--- config.mk ---
export PLATFORM = sky130hd
export DESIGN_NAME = mmio_port_responder_flat
export DESIGN_NICKNAME = d
export VERILOG_FILES = /design/src/rtl/mmio_port_responder_if.sv /design/src/rtl/mmio_port_responder.sv /design/src/flat_wrapper.sv
export SDC_FILE = /design/constraint.sdc
export NUM_CORES = 1
export LEC_CHECK = 0
export BUFFER_PORTS_ARGS = -buffer_cell sky130_fd_sc_hd__buf_2
export CAP_MARGIN = 15
export CORE_MARGIN = 2
export CORE_UTILIZATION = 30
export DETAILED_ROUTE_END_ITERATION = 10
export PLACE_DENSITY = 0.57
export SYNTH_ARGS = -nofsm -noshare
export SYNTH_HDL_FRONTEND = slang
export SYNTH_SLANG_ARGS = --single-unit
--- constraint.sdc ---
create_clock -name clk -period 2.8 [get_ports clk]
set_clock_uncertainty 0.1 [all_clocks]
set_input_delay 0.28 -clock clk [delete_from_list [all_inputs] [get_ports clk]]
set_output_delay 0.28 -clock clk [all_outputs]
set_load 0.01 [all_outputs]
--- src/rtl/mmio_port_responder_if.sv ---
// Processor data-memory bus as seen by the MMIO responder: address, store data,
// strobes, and the combinational load data / window-hit returned by the responder.
interface mmio_port_responder_if;
  logic [31:0] Address;
  logic [31:0] WriteData;
  logic        MemWrite;
  logic        MemRead;
  logic [31:0] ReadData;
  logic        Hit;

  modport master (
    output Address, WriteData, MemWrite, MemRead,
    input  ReadData, Hit
  );

  modport slave (
    input  Address, WriteData, MemWrite, MemRead,
    output ReadData, Hit
  );
endinterface

--- src/rtl/mmio_port_responder.sv ---
// MMIO responder: 32-byte word window with PORT_OUT, synchronized PORT_IN, STATUS and a
// byte TX FIFO drained as a valid/ready stream. Define MMIO_PORT_IRQ_EN for CTRL + irq.
module mmio_port_responder #(
  parameter logic [31:0] BASE_ADDR  = 32'h1001_0400,
  parameter int          FIFO_DEPTH = 4
) (
  input  logic                  clk,
  input  logic                  reset,
  mmio_port_responder_if.slave  bus,
  input  logic [7:0]            PortIn,
  output logic [31:0]           PortOut,
  output logic [7:0]            tx_data,
  output logic                  tx_valid,
  input  logic                  tx_ready
`ifdef MMIO_PORT_IRQ_EN
  ,
  output logic                  irq
`endif
);

  localparam int AW = $clog2(FIFO_DEPTH);
  localparam int PW = AW + 1;

  localparam logic [4:0] OFF_PORT_OUT = 5'h00;
  localparam logic [4:0] OFF_PORT_IN  = 5'h04;
  localparam logic [4:0] OFF_STATUS   = 5'h08;
  localparam logic [4:0] OFF_TX_DATA  = 5'h0C;
`ifdef MMIO_PORT_IRQ_EN
  localparam logic [4:0] OFF_CTRL     = 5'h10;
`endif

  logic [4:0]    offset;
  logic          aligned;
  logic          wrEn;
  logic [31:0]   rdData;

  logic [7:0]    s1, s2, prev;
  logic          inChanged;
  logic          overflow;

  logic [7:0]    fifoMem [FIFO_DEPTH];
  logic [PW-1:0] wptr, rptr, count;
  logic          full, empty;
  logic          push, pushOk, pop;
  logic          changeSet, changeClr, ovfClr;

`ifdef MMIO_PORT_IRQ_EN
  logic [2:0]    ctrl;
`endif

  assign offset  = bus.Address[4:0];
  assign aligned = (bus.Address[1:0] == 2'b00);
  assign bus.Hit = (bus.Address[31:5] == BASE_ADDR[31:5]);
  assign wrEn    = bus.Hit && bus.MemWrite && aligned;

  // Pointers carry an extra wrap bit so full and empty are distinguishable.
  assign count = wptr - rptr;
  assign full  = (count == PW'(FIFO_DEPTH));
  assign empty = (count == '0);

  assign push   = wrEn && (offset == OFF_TX_DATA);
  assign pushOk = push && !full;
  assign pop    = tx_valid && tx_ready;

  assign tx_valid = !empty;
  assign tx_data  = empty ? 8'h00 : fifoMem[rptr[AW-1:0]];

  assign changeSet = (s2 != prev);
  assign changeClr = wrEn && (offset == OFF_STATUS) && bus.WriteData[0];
  assign ovfClr    = wrEn && (offset == OFF_STATUS) && bus.WriteData[3];

  // NOTE: every variable assigned in always_comb gets a default first, so no path leaves it
  // holding its old value and a latch is never inferred.
  always_comb begin
    rdData = 32'h0;
    if (bus.Hit && bus.MemRead && aligned) begin
      case (offset)
        OFF_PORT_OUT: rdData = PortOut;
        OFF_PORT_IN:  rdData = {24'h0, s2};
        OFF_STATUS:   rdData = {28'h0, overflow, empty, full, inChanged};
`ifdef MMIO_PORT_IRQ_EN
        OFF_CTRL:     rdData = {29'h0, ctrl};
`endif
        default:      rdData = 32'h0;
      endcase
    end
  end

  assign bus.ReadData = rdData;

  // NOTE: sequential state uses non-blocking assignments so every flop samples pre-edge
  // values; this is what makes s1 -> s2 -> prev a real shift chain.
  always_ff @(posedge clk or negedge reset) begin
    if (!reset) begin
      PortOut   <= 32'h0;
      s1        <= 8'h00;
      s2        <= 8'h00;
      prev      <= 8'h00;
      inChanged <= 1'b0;
      overflow  <= 1'b0;
      wptr      <= '0;
      rptr      <= '0;
    end else begin
      s1   <= PortIn;
      s2   <= s1;
      prev <= s2;

      if (wrEn && (offset == OFF_PORT_OUT)) PortOut <= bus.WriteData;

      // Hardware set wins over a same-cycle software clear.
      inChanged <= changeSet || (inChanged && !changeClr);
      overflow  <= (push && full) || (overflow && !ovfClr);

      if (pushOk) wptr <= wptr + PW'(1);
      if (pop)    rptr <= rptr + PW'(1);
    end
  end

  // NOTE: the FIFO storage is deliberately not reset; the pointers define which entries are
  // live, and resetting an array costs a reset net per bit for no behavioural gain.
  always_ff @(posedge clk) begin
    if (pushOk) fifoMem[wptr[AW-1:0]] <= bus.WriteData[7:0];
  end

`ifdef MMIO_PORT_IRQ_EN
  always_ff @(posedge clk or negedge reset) begin
    if (!reset) begin
      ctrl <= 3'b000;
      irq  <= 1'b0;
    end else begin
      if (wrEn && (offset == OFF_CTRL)) ctrl <= bus.WriteData[2:0];
      irq <= (inChanged && ctrl[0]) || (empty && ctrl[1]) || (overflow && ctrl[2]);
    end
  end
`endif

endmodule

--- src/flat_wrapper.sv ---
// flat-port wrapper written by rule: the top's interface ports become plain ports
module mmio_port_responder_flat 
#(
  parameter logic [31:0] BASE_ADDR  = 32'h1001_0400,
  parameter int          FIFO_DEPTH = 4
)
  (clk, reset, PortIn, PortOut, tx_data, tx_valid, tx_ready, bus_Address, bus_WriteData, bus_MemWrite, bus_MemRead, bus_ReadData, bus_Hit);
  mmio_port_responder_if bus_i ();
  input  logic clk;
  input  logic reset;
  input  logic [7:0] PortIn;
  output logic [31:0] PortOut;
  output logic [7:0] tx_data;
  output logic tx_valid;
  input  logic tx_ready;
  input wire logic [$bits(bus_i.Address)-1:0] bus_Address;
  input wire logic [$bits(bus_i.WriteData)-1:0] bus_WriteData;
  input wire logic [$bits(bus_i.MemWrite)-1:0] bus_MemWrite;
  input wire logic [$bits(bus_i.MemRead)-1:0] bus_MemRead;
  output wire logic [$bits(bus_i.ReadData)-1:0] bus_ReadData;
  output wire logic [$bits(bus_i.Hit)-1:0] bus_Hit;
  assign bus_i.Address = bus_Address;
  assign bus_i.WriteData = bus_WriteData;
  assign bus_i.MemWrite = bus_MemWrite;
  assign bus_i.MemRead = bus_MemRead;
  assign bus_ReadData = bus_i.ReadData;
  assign bus_Hit = bus_i.Hit;
  mmio_port_responder #(.BASE_ADDR(BASE_ADDR), .FIFO_DEPTH(FIFO_DEPTH)) u_core (.clk(clk), .reset(reset), .bus(bus_i), .PortIn(PortIn), .PortOut(PortOut), .tx_data(tx_data), .tx_valid(tx_valid), .tx_ready(tx_ready));
endmodule
# ---- Word level (Yosys, flattened, before mapping)
# Memory sizes are Yosys's and may differ from the RTL's.
# Index checks and enable logic that the tools add are counted.
dict set report word_totals {
  n_memories 1
  register_bits 64
  ramBits 32
  output_inout_bits 74
  elab_cells 46
  latch_bits 0
  inputBits 77
  romBits 0
}
dict set report op_classes {
  n_lt_le_gt_ge 0
  shift 0
  n_mul 0
  reduce_logical 23
  div 0
  addsub 3
  muxes 5
  n_eq_ne 6
  bitwise 0
}
# memory words width read_ports rd_ports_with_merged_regs write_ports line_no
set memory_table {}
lappend memory_table {u_core.fifoMem 4 8 1 0 1 mmio_port_responder.sv:41} ;# logic [7:0] fifoMem [FIFO_DEPTH];
# operator count
set ops {}
lappend ops {{32-bit one-hot mux with 3 select lines} 1}
lappend ops {{32-bit two-way mux} 1}
lappend ops {{27-bit by 24-bit equality test with 1-bit output (second input constant)} 1}
lappend ops {{1-bit logical AND} 14}
lappend ops {{5-bit by 4-bit equality test with 1-bit output (second input constant)} 2}
lappend ops {{8-bit two-way mux} 1}
lappend ops {{8-bit != test} 1}
lappend ops {{3-bit by 1-bit adder with 3-bit output (second input constant)} 2}
lappend ops {{5-bit by 3-bit equality test with 1-bit output (second input constant)} 1}
lappend ops {{5-bit zero test} 1}
lappend ops {{1-bit zero test} 4}
lappend ops {{3-bit equality test (second input constant)} 1}
lappend ops {{3-bit zero test} 1}
lappend ops {{3-bit subtractor} 1}
lappend ops {{2-bit zero test} 1}
lappend ops {{1-bit logical OR} 2}
lappend ops {{1-bit two-way mux} 2}

# ---- Longest topological paths before layout
# Gate-level depths: netlist (run 1).
dict set report depth {
  depth_word 8
  ltp_mapped 9
  depth_no_buf 7
}

# ---- Worst setup path before layout (run 1)
# No wires, ideal clock.
dict set report synth_path {
  path_type {register -> output}
  startpoint {register u_core.rptr[1]}
  endpoint {output bus_ReadData[2]}
  setup_slack_ns 0.303
  path_stages_with_launch 10
  n_path_buf 2
  arrival_time_ns 2.117
  required_time_ns 2.420
  path_cell_list {dfrtp_1 clkbuf_1 inv_1 ha_1 nor2b_1 xnor2_1 or2_2 clkbuf_1 nand3b_1 a21boi_0}
}
dict set report synth_between {
  elab_chain_len 4
}
# item line_no
set synth_rtl {}
lappend synth_rtl {{start: declaration} mmio_port_responder.sv:42} ;# logic [PW-1:0] wptr, rptr, count;
lappend synth_rtl {{start signal: assignment} mmio_port_responder.sv:115} ;# if (pop) rptr <= rptr + PW'(1);
lappend synth_rtl {{3-bit subtractor} mmio_port_responder.sv:57} ;# assign count = wptr - rptr;
lappend synth_rtl {{3-bit zero test} mmio_port_responder.sv:59} ;# assign empty = (count == '0);
lappend synth_rtl {{32-bit one-hot mux with 3 select lines} mmio_port_responder.sv:77} ;# case (offset)
lappend synth_rtl {{32-bit two-way mux} mmio_port_responder.sv:76} ;# if (bus.Hit && bus.MemRead && aligned) begin
lappend synth_rtl {{end: declaration} flat_wrapper.sv:20} ;# output wire logic [$bits(bus_i.ReadData)-1:0] bus_ReadData;
# Every way passes these cells.

# ---- Worst setup path in the final report (run 1)
dict set report layout_path {
  startpoint {register u_core.wptr[0]}
  endpoint {output bus_ReadData[2]}
}
dict set report layout_between {
  elab_chain_len 4
}
# item line_no
set layout_rtl {}
lappend layout_rtl {{start: declaration} mmio_port_responder.sv:42}
lappend layout_rtl {{start signal: assignment} mmio_port_responder.sv:114} ;# if (pushOk) wptr <= wptr + PW'(1);
lappend layout_rtl {{3-bit subtractor} mmio_port_responder.sv:57}
lappend layout_rtl {{3-bit zero test} mmio_port_responder.sv:59}
lappend layout_rtl {{32-bit one-hot mux with 3 select lines} mmio_port_responder.sv:77}
lappend layout_rtl {{32-bit two-way mux} mmio_port_responder.sv:76}
# Every way passes these cells.

==> flow_summary.ini, run 1 <==
[drt]
via_per_inst = 4.48
vias = 2812
drtIter0Drc = 159
dr.pass1.iters = 4
wire_per_inst_microns = 15.0
wl_microns = 9440
ant_nets = 0
route.detailed.drc = 0

[floorplanning]
io_pins = 151
die_h_microns = 121
start_util_pct = 30.8
core_area_sq_um = 13300
fp.dieArea_sq_um = 14600
rows = 42
die_w_microns = 121

[synthesis]
yosysTopAreaCell = dfrtp_1
synth_flop_cell = dfrtp_1
synth-edff-count = 32
synth_area_sq_um = 4100
syn_avg_cell_area_sq_um = 14.6
syn_inst = 280
synth-seq-cells = 96
synth_cell_type_count = 40
yosysSeqAreaShare_pct = 62.5
synth.area.top_cells = dfrtp_1 39%, edfxtp_1 23%, mux2_2 9.1%
ys_warn_count = 0
synthesis.nets = 364
synth_top_area_share_pct = 39.0
async_flop_share_pct = 66.7

[timing]
timing.fmax_mhz = 390
period_needed_ns = 2.57
relSlewSlack_pct = 61.2
rsz0062_at_grt = false
post-route-period-util_pct = 91.6
finalSetupViolations = 0
worstMarginPinSlew_ns = 0.578
setup_tns_ns = 0
slew_viol_final = 0
final-hold-violation-count = 0

[cells_and_area]
drive_gt1_share_pct = 50.0
fin_util_pct = 41.3
area_growth_pct = 33.9
final_cell_mix = 150 x buf_2, 64 x dfrtp_1, 35 x and2_1, 33 x mux2_2, 32 x edfxtp_1
antenna_cells = 0
final_cell_count_no_fill = 628
final_common_cell = buf_2
nets = 531
finalInstanceArea_sq_um = 5490
n_fill_cell = 1217

[setup_path]
worst-setup-path-type = reg2out
r2r_cells = 6
r2r_end = u_core.fifoMem[3][1]
arrival_ns = 2.19
start_kind = flip-flop
worstPathRequired_ns = 2.42
r2r_setup_slack_ns = 0.62
regToRegStartpoint = u_core.wptr[0]
cp_max_fo = 12
worstSetupEndpointType = output port

[cts]
clock_latency_ns = 0.35
cts_buffer_depth = 2
clock-sinks = 96
ctsHtreeMaxLevel = 3
cts_tree = built
cts_buffers = 9
clk_pin_slew_ns = 0.07
cts-root-buf = clkbuf_16

[placed_design]
io_buffer_count = 150
gp_congestion = 0.820
hpwlAfterDp_microns = 6830
dp_cells = 603
place_area_sq_um = 5090

[power]
p_per_area_nw_per_um2 = 621
ir_drop_v = 0.000230
fin_total_pwr_uw = 3410
power_leakage_uw = 0.00268

[grt]
grtUsageTotal_pct = 13.8
grt_first_pass_wirelength_microns = 15300
antenna_found_initial = 0
grt_overflow = 0
first_global_vias = 2878
grt_max_degree = 65

[outcome]
status = finished, final reports clean

[min_path]
holdPathStages = 2
hold_start = bus_WriteData[16]
min_to = u_core.PortOut[16]
min-delay-path-class = in2reg

[job]
cap_violations = 0
## layer usage
layer | part of all wire (%) | vias up | global-route usage, %
met5 | 0 | - | 0
met4 | 1.8 | 0 | 5.89
met3 | 6.5 | 12 | 3.24
met2 | 50 | 104 | 22.5
met1 | 42 | 1359 | 17.4
li1 | - | 1337 | -
## per-stage QoR
step,worst slack (ns),hold slack (ns)
after floorplan,0.303,-0.116
after global placement,0.321,0.226
after detailed placement,0.302,0.227
after CTS,0.0109,0.0447
after global routing,0.0515,0.0432
final,0.234,0.0584
## power by group
part / switching, uW / internal (uW)
combinational: 309 / 330
clock: 539 / 712
sequential: 26.7 / 1490
## critical path, cell delays in order (launching register included)
cell	delay, ns
dfrtp_1	0.40
inv_1	0.15
ha_1	0.16
nor2b_1	0.14
xnor2_1	0.13
or2_4	0.34
nand3b_1	0.18
a21boi_1	0.18
buf_2	0.17
## flip-flops by register name (all words and copies together), names as in the netlist
name,count
u_core.PortOut,32
u_core.fifoMem,32
u_core.inChanged,1
u_core.overflow,1
u_core.prev,8
u_core.rptr,3
u_core.s1,8
u_core.s2,8
u_core.wptr,3
## synthesized netlist by cell type (3+ instances only)
cell type / instances
and2_1: 35
and3_2: 4
clkbuf_1: 6
dfrtp_1: 64
edfxtp_1: 32
ha_1: 7
inv_1: 7
mux2_2: 33
mux2i_1: 7
mux4_2: 8
nand2_1: 7
nand3_1: 5
nor2_1: 7
nor3_1: 3
nor4_1: 6
nor4b_1: 3
o21ai_0: 5
xnor2_1: 4
xor2_1: 10
## layout make-up
class / instances / area, sq um / share of cell area, %
sequential: 96 / 2560 / 46.7
multi-input combinational: 167 / 1470 / 26.7
timing repair buffer: 166 / 906 / 16.5
clock buffer: 12 / 278 / 5.06
tap: 176 / 220 / 4.01
clock inverter: 4 / 31.3 / 0.570
inverter: 7 / 26.3 / 0.478
## cells by family (layout without fill, tap and decap cells)
| family | Yosys count | in the layout | share of synthesized area (%) |
|---|---|---|---|
| AOI/OAI and AO/OA | 12 | 12 | 1.86 |
| xor gates and xnor gates | 14 | 14 | 2.99 |
| adders and majority gates | 7 | 7 | 2.14 |
| buffers and inverters | 17 | 189 | 1.92 |
| DFF | 96 | 96 | 62.5 |
| muxes | 48 | 48 | 15.2 |
| and+or+nand+nor | 86 | 86 | 13.5 |
## worst max-delay path by stage
stage / startpoint / end / slack [ns]
after global placement: bus_Address[18] / bus_ReadData[2] / 0.32
after floorplan: u_core.rptr[1] / bus_ReadData[2] / 0.30
after global routing: u_core.wptr[0] / bus_ReadData[2] / 0.05
after detailed placement: bus_Address[6] / bus_ReadData[2] / 0.30
final: u_core.wptr[0] / bus_ReadData[2] / 0.23
after CTS: u_core.wptr[0] / bus_ReadData[2] / 0.01
## what timing repair did
item                       CTS  global route
gates resized for setup      0             2
hold endpoints to repair    72             0
setup buffers                0             0
hold buffers                 9             0
setup endpoints to repair    0             1
(Power assumes the default switching activity.)
==> run 2: changes to the inputs <==
- ABC_CLOCK_PERIOD_IN_PS: not set -> 2800
- GPL_TIMING_DRIVEN: not set -> 0
- PLACE_DENSITY: 0.57 -> 0.52
==> flow_summary.ini, run 2 (synthesis gave the netlist of run 1 again) <==
[outcome]
status = finished, final reports clean

[setup_path]
cp-startpoint = u_core.rptr[0]
path_cells = clkbuf_1 > mux4_2 > and2_1 > buf_2
start_kind = flip-flop
critical-path-top-delay-family = buffers and inverters
crit_slowest_cell = clkbuf_1
worst-path-stages = 4
r2r_cells = 7
critPathBufInv = 2
cp_max_fo = 9
worstSetupEndpointType = output port
r2r_setup_slack_ns = 0.54
arrival_ns = 2.24
regToRegStartpoint = u_core.rptr[1]
worstPathRequired_ns = 2.42
worst-setup-path-type = reg2out
r2r_end = u_core.fifoMem[3][3]
slowest_delay_ns = 0.62
setup.worst_path.end = tx_data[4]

[power]
p_per_area_nw_per_um2 = 612
ir_drop_v = 0.000256
power_leakage_uw = 0.00267
fin_total_pwr_uw = 3360

[floorplanning]
die_h_microns = 121
die_w_microns = 121
fp.dieArea_sq_um = 14600
rows = 42
start_util_pct = 30.8
io_pins = 151
core_area_sq_um = 13300

[cts]
clock-sinks = 96
clk_pin_slew_ns = 0.07
clock_latency_ns = 0.34
cts_buffers = 9
ctsHtreeMaxLevel = 3
cts-root-buf = clkbuf_16
cts_buffer_depth = 2
cts_tree = built

[drt]
wl_microns = 9460
dr.pass1.iters = 4
via_per_inst = 4.49
vias = 2835
drtIter0Drc = 153
route.detailed.drc = 0
wire_per_inst_microns = 15.0
ant_nets = 0

[grt]
grt_first_pass_wirelength_microns = 15100
grt_overflow = 0
first_global_vias = 2925
antenna_found_initial = 0
grt_max_degree = 65
grtUsageTotal_pct = 13.7

[placed_design]
dpl_worst_slack_ns = -0.176
gp_congestion = 0.801
io_buffer_count = 150
hpwlAfterDp_microns = 6800

[cells_and_area]
n_fill_cell = 1255
seq_area_sq_um = 2560
antenna_cells = 0
final_cell_mix = 149 x buf_2, 64 x dfrtp_1, 35 x and2_1, 33 x mux2_2, 32 x edfxtp_1
area_growth_pct = 33.6
multiInputGateArea_sq_um = 1460
nets = 535
final_common_cell = buf_2
drive_gt1_share_pct = 48.5

[timing]
final-hold-violation-count = 0
rsz0062_at_grt = false
timing.fmax_mhz = 382
fin_ws_ns = 0.180
relSlewSlack_pct = 33.9
slew_viol_final = 0
period_needed_ns = 2.62
post-route-period-util_pct = 93.6
worstMarginPinSlew_ns = 0.984
finalSetupViolations = 0

[job]
cap_violations = 0

[min_path]
min-delay-path-class = in2reg
-- run 2: cell types whose count changed in the layout (fill, tap and decap cells not counted), moves of 2 or more --
cell / change
clkbuf_1: +6
buf_1: +2
buf_6: +3
buf_4: -3
inv_6: -2
-- run 2: worst min path at each step --
stage,endpoint,slack (ns),cells after the start,startpoint
floorplan,u_core.PortOut[0],-0.12,0,reset
global placement,u_core.s2[3],0.24,0,u_core.s1[3]
detailed placement,u_core.s2[1],0.23,0,u_core.s1[1]
global route,u_core.PortOut[13],0.05,2,bus_WriteData[13]
finish,u_core.PortOut[14],0.07,2,bus_WriteData[14]
CTS,u_core.PortOut[13],0.05,2,bus_WriteData[13]
-- run 2: metal layers --
metal  share of wire [%]  global-route usage, %  vias to the layer above
met1                  44                   17.0                     1352
met3                 5.9                   3.48                       18
met4                 2.7                   7.05                        0
met5                   0                      0                        -
li1                    -                      -                     1351
met2                  47                   22.2                      114
-- run 2: layout make-up --
cell class / instances / share of cell area (%)
Buffer: 9 / 1.03
Clock inverter: 3 / 0.434
Sequential cell: 96 / 46.7
Clock buffer: 13 / 4.95
Timing Repair Buffer: 161 / 15.7
Tap cell: 176 / 4.02
Multi-Input combinational cell: 167 / 26.7
Inverter: 7 / 0.479
-- run 2: timing repair --
| item | CTS | global route |
|---|---|---|
| hold buffers | 9 | 0 |
| pin swaps | 0 | 2 |
| buffers inserted | 0 | 2 |
| gates resized for setup | 3 | 2 |
| endpoints found under the hold margin | 72 | 0 |
| endpoints found under the setup margin | 11 | 21 |
-- run 2: worst reg2reg max path, delay by kind of cell (launching register included) --
| kind | cells | cell delay, ns |
|---|---|---|
| buf+inv | 2 | 0.23 |
| compound gates | 1 | 0.37 |
| fa+ha+maj | 1 | 0.18 |
| simple gates | 2 | 0.56 |
| xor+xnor | 1 | 0.13 |
| flops | 1 | 0.37 |
-- run 2: power breakdown --
part | switching, uW | leakage [uW] | total (uW) | internal [uW]
registers | 28.7 | 0.00110 | 1520 | 1490
clock network | 521 | 0.000145 | 1210 | 685
logic | 302 | 0.00142 | 629 | 327
total | 852 | 0.00267 | 3360 | 2500
-- run 2: per-stage QoR --
stage / hold WS (ns) / cells / utilization (%) / TNS [ns] / area [sq um]
6_report: 0.0654 / 632 / 41.2 / 0 / 5480
5_1_grt: 0.0503 / 632 / 41.2 / 0 / 5480
4_1_cts: 0.0467 / 630 / 41.1 / 0 / 5460
3_5_place_dp: 0.235 / 606 / 38.2 / -0.284 / 5070
3_3_place_gp: 0.237 / 606 / 38.2 / -0.0826 / 5070
2_1_floorplan: -0.116 / 280 / - / 0 / 4100
==> run 3: changes to the inputs <==
- CORE_UTILIZATION: 30 -> 43
- PLACE_DENSITY: 0.52 -> 0.7
==> flow_summary.ini, run 3 (synthesis gave the netlist of run 1 again) <==
[outcome]
status = finished, final reports clean

[placed_design]
io_buffer_count = 150
dpl_worst_slack_ns = -0.107
hpwlAfterDp_microns = 6360
gp_congestion = 0.785
dp_cells = 559

[timing]
relSlewSlack_pct = 42.8
rsz0062_at_grt = false
period_needed_ns = 2.60
setup_tns_ns = 0
worstMarginPinSlew_ns = 0.851
slew_viol_final = 0
holdWs_ns = 0.0665
finalSetupViolations = 0
fin_ws_ns = 0.201
post-route-period-util_pct = 92.8
final-hold-violation-count = 0
timing.fmax_mhz = 385

[drt]
drtIter0Drc = 95
wl_microns = 8540
wire_per_inst_microns = 14.6
via_per_inst = 4.73
ant_nets = 0
dr.pass1.iters = 4
vias = 2760
route.detailed.drc = 0

[setup_path]
crit_slowest_cell = clkbuf_1
worst-setup-path-type = reg2out
cp_max_fo = 9
regToRegStartpoint = u_core.rptr[1]
critPathBufInv = 2
worstPathRequired_ns = 2.42
r2r_end = u_core.fifoMem[3][4]
setup.worst_path.end = tx_data[4]
critical-path-top-delay-family = buffers and inverters
arrival_ns = 2.22
slowest_delay_ns = 0.59
worst-path-stages = 4
path_cells = clkbuf_1 > mux4_2 > and2_1 > buf_2
start_kind = flip-flop
worstSetupEndpointType = output port
cp-startpoint = u_core.rptr[0]
r2r_cells = 7
r2r_setup_slack_ns = 0.55

[power]
fin_total_pwr_uw = 3020
ir_drop_v = 0.000340
p_per_area_nw_per_um2 = 570
power_leakage_uw = 0.00261

[floorplanning]
start_util_pct = 44.4
die_w_microns = 102
io_pins = 151
core_area_sq_um = 9240
fp.dieArea_sq_um = 10300
rows = 35
die_h_microns = 102

[cells_and_area]
antenna_cells = 0
n_fill_cell = 781
final_cell_mix = 149 x buf_2, 64 x dfrtp_1, 35 x and2_1, 33 x mux2_2, 32 x edfxtp_1
drive_gt1_share_pct = 48.1
area_growth_pct = 29.4
nets = 534
final_cell_count_no_fill = 584
final_common_cell = buf_2

[grt]
antenna_found_initial = 0
grt_first_pass_wirelength_microns = 13400
first_global_vias = 2711
grt_max_degree = 65
grtUsageTotal_pct = 16.8
grt_overflow = 0

[cts]
clock_latency_ns = 0.34
clk_pin_slew_ns = 0.09
ctsHtreeMaxLevel = 3
cts_tree = built
cts-root-buf = clkbuf_8
cts_buffer_depth = 2
clock-sinks = 96
cts_buffers = 9

[min_path]
min-delay-path-class = in2reg
hold_start = bus_WriteData[15]

[job]
cap_violations = 0
run 3: changes by cell type in the layout (fill, tap and decap cells not counted), sizes merged:
cell | previous run | this run
buf | 157 | 156
inv | 8 | 7
clkinv | 2 | 4
bufinv | 0 | 1
clkbuf | 17 | 15
run 3: per-stage QoR:
| step | util, % | cell area, sq um |
|---|---|---|
| floorplan | - | 4100 |
| global placement | 54.3 | 5010 |
| detailed placement | 54.3 | 5020 |
| CTS | 57.3 | 5300 |
| global route | 57.5 | 5310 |
| finish | 57.5 | 5310 |
run 3: per-layer routing:
metal / vias to the layer above / part of all wire [%] / global-route usage (%)
met5: - / 0 / 0
li1: 1345 / - / -
met1: 1334 / 44 / 23.2
met3: 8 / 4.9 / 3.93
met4: 0 / 0.78 / 5.09
met2: 73 / 50 / 26.7
run 3: what timing repair did:
action,4_1_cts,5_1_grt
setup buffers,0,1
hold buffers,9,0
endpoints found under the hold margin,72,0
pin swaps,0,1
setup endpoints to repair,11,1
gates resized for setup,3,2
run 3: worst register-to-register path: stages, from the launching register on:
cell and delay (ns):
dfrtp_1 0.38, buf_6 0.17, inv_1 0.06, ha_1 0.18, nor2b_1 0.14, xnor2_1 0.13
a31oi_1 0.37, and3_2 0.41
run 3: cell type report:
cell class	instances	area, sq um	share of cell area, %
Inverter	7	26.3	0.495
Tap cell	129	161	3.04
Clock inverter	5	47.5	0.896
Multi-Input combinational cell	167	1460	27.6
Sequential cell	96	2560	48.3
Buffer	9	56.3	1.06
Clock buffer	11	141	2.66
Timing Repair Buffer	160	851	16.0
run 3: power breakdown:
group	internal [uW]	leakage [uW]	switching [uW]	total [uW]
combinational	334	0.00141	304	638
sequential	1490	0.00110	30.3	1520
clock	429	0.0000982	436	866
total	2250	0.00261	771	3020
run 3: worst min-delay path by stage:
stage,endpoint,slack (ns),cells past startpoint
after floorplan,u_core.PortOut[0],-0.12,0
after global placement,u_core.s2[3],0.23,0
after detailed placement,u_core.s2[0],0.23,0
after CTS,u_core.PortOut[13],0.05,2
after global routing,u_core.PortOut[15],0.04,2
final,u_core.PortOut[15],0.07,2
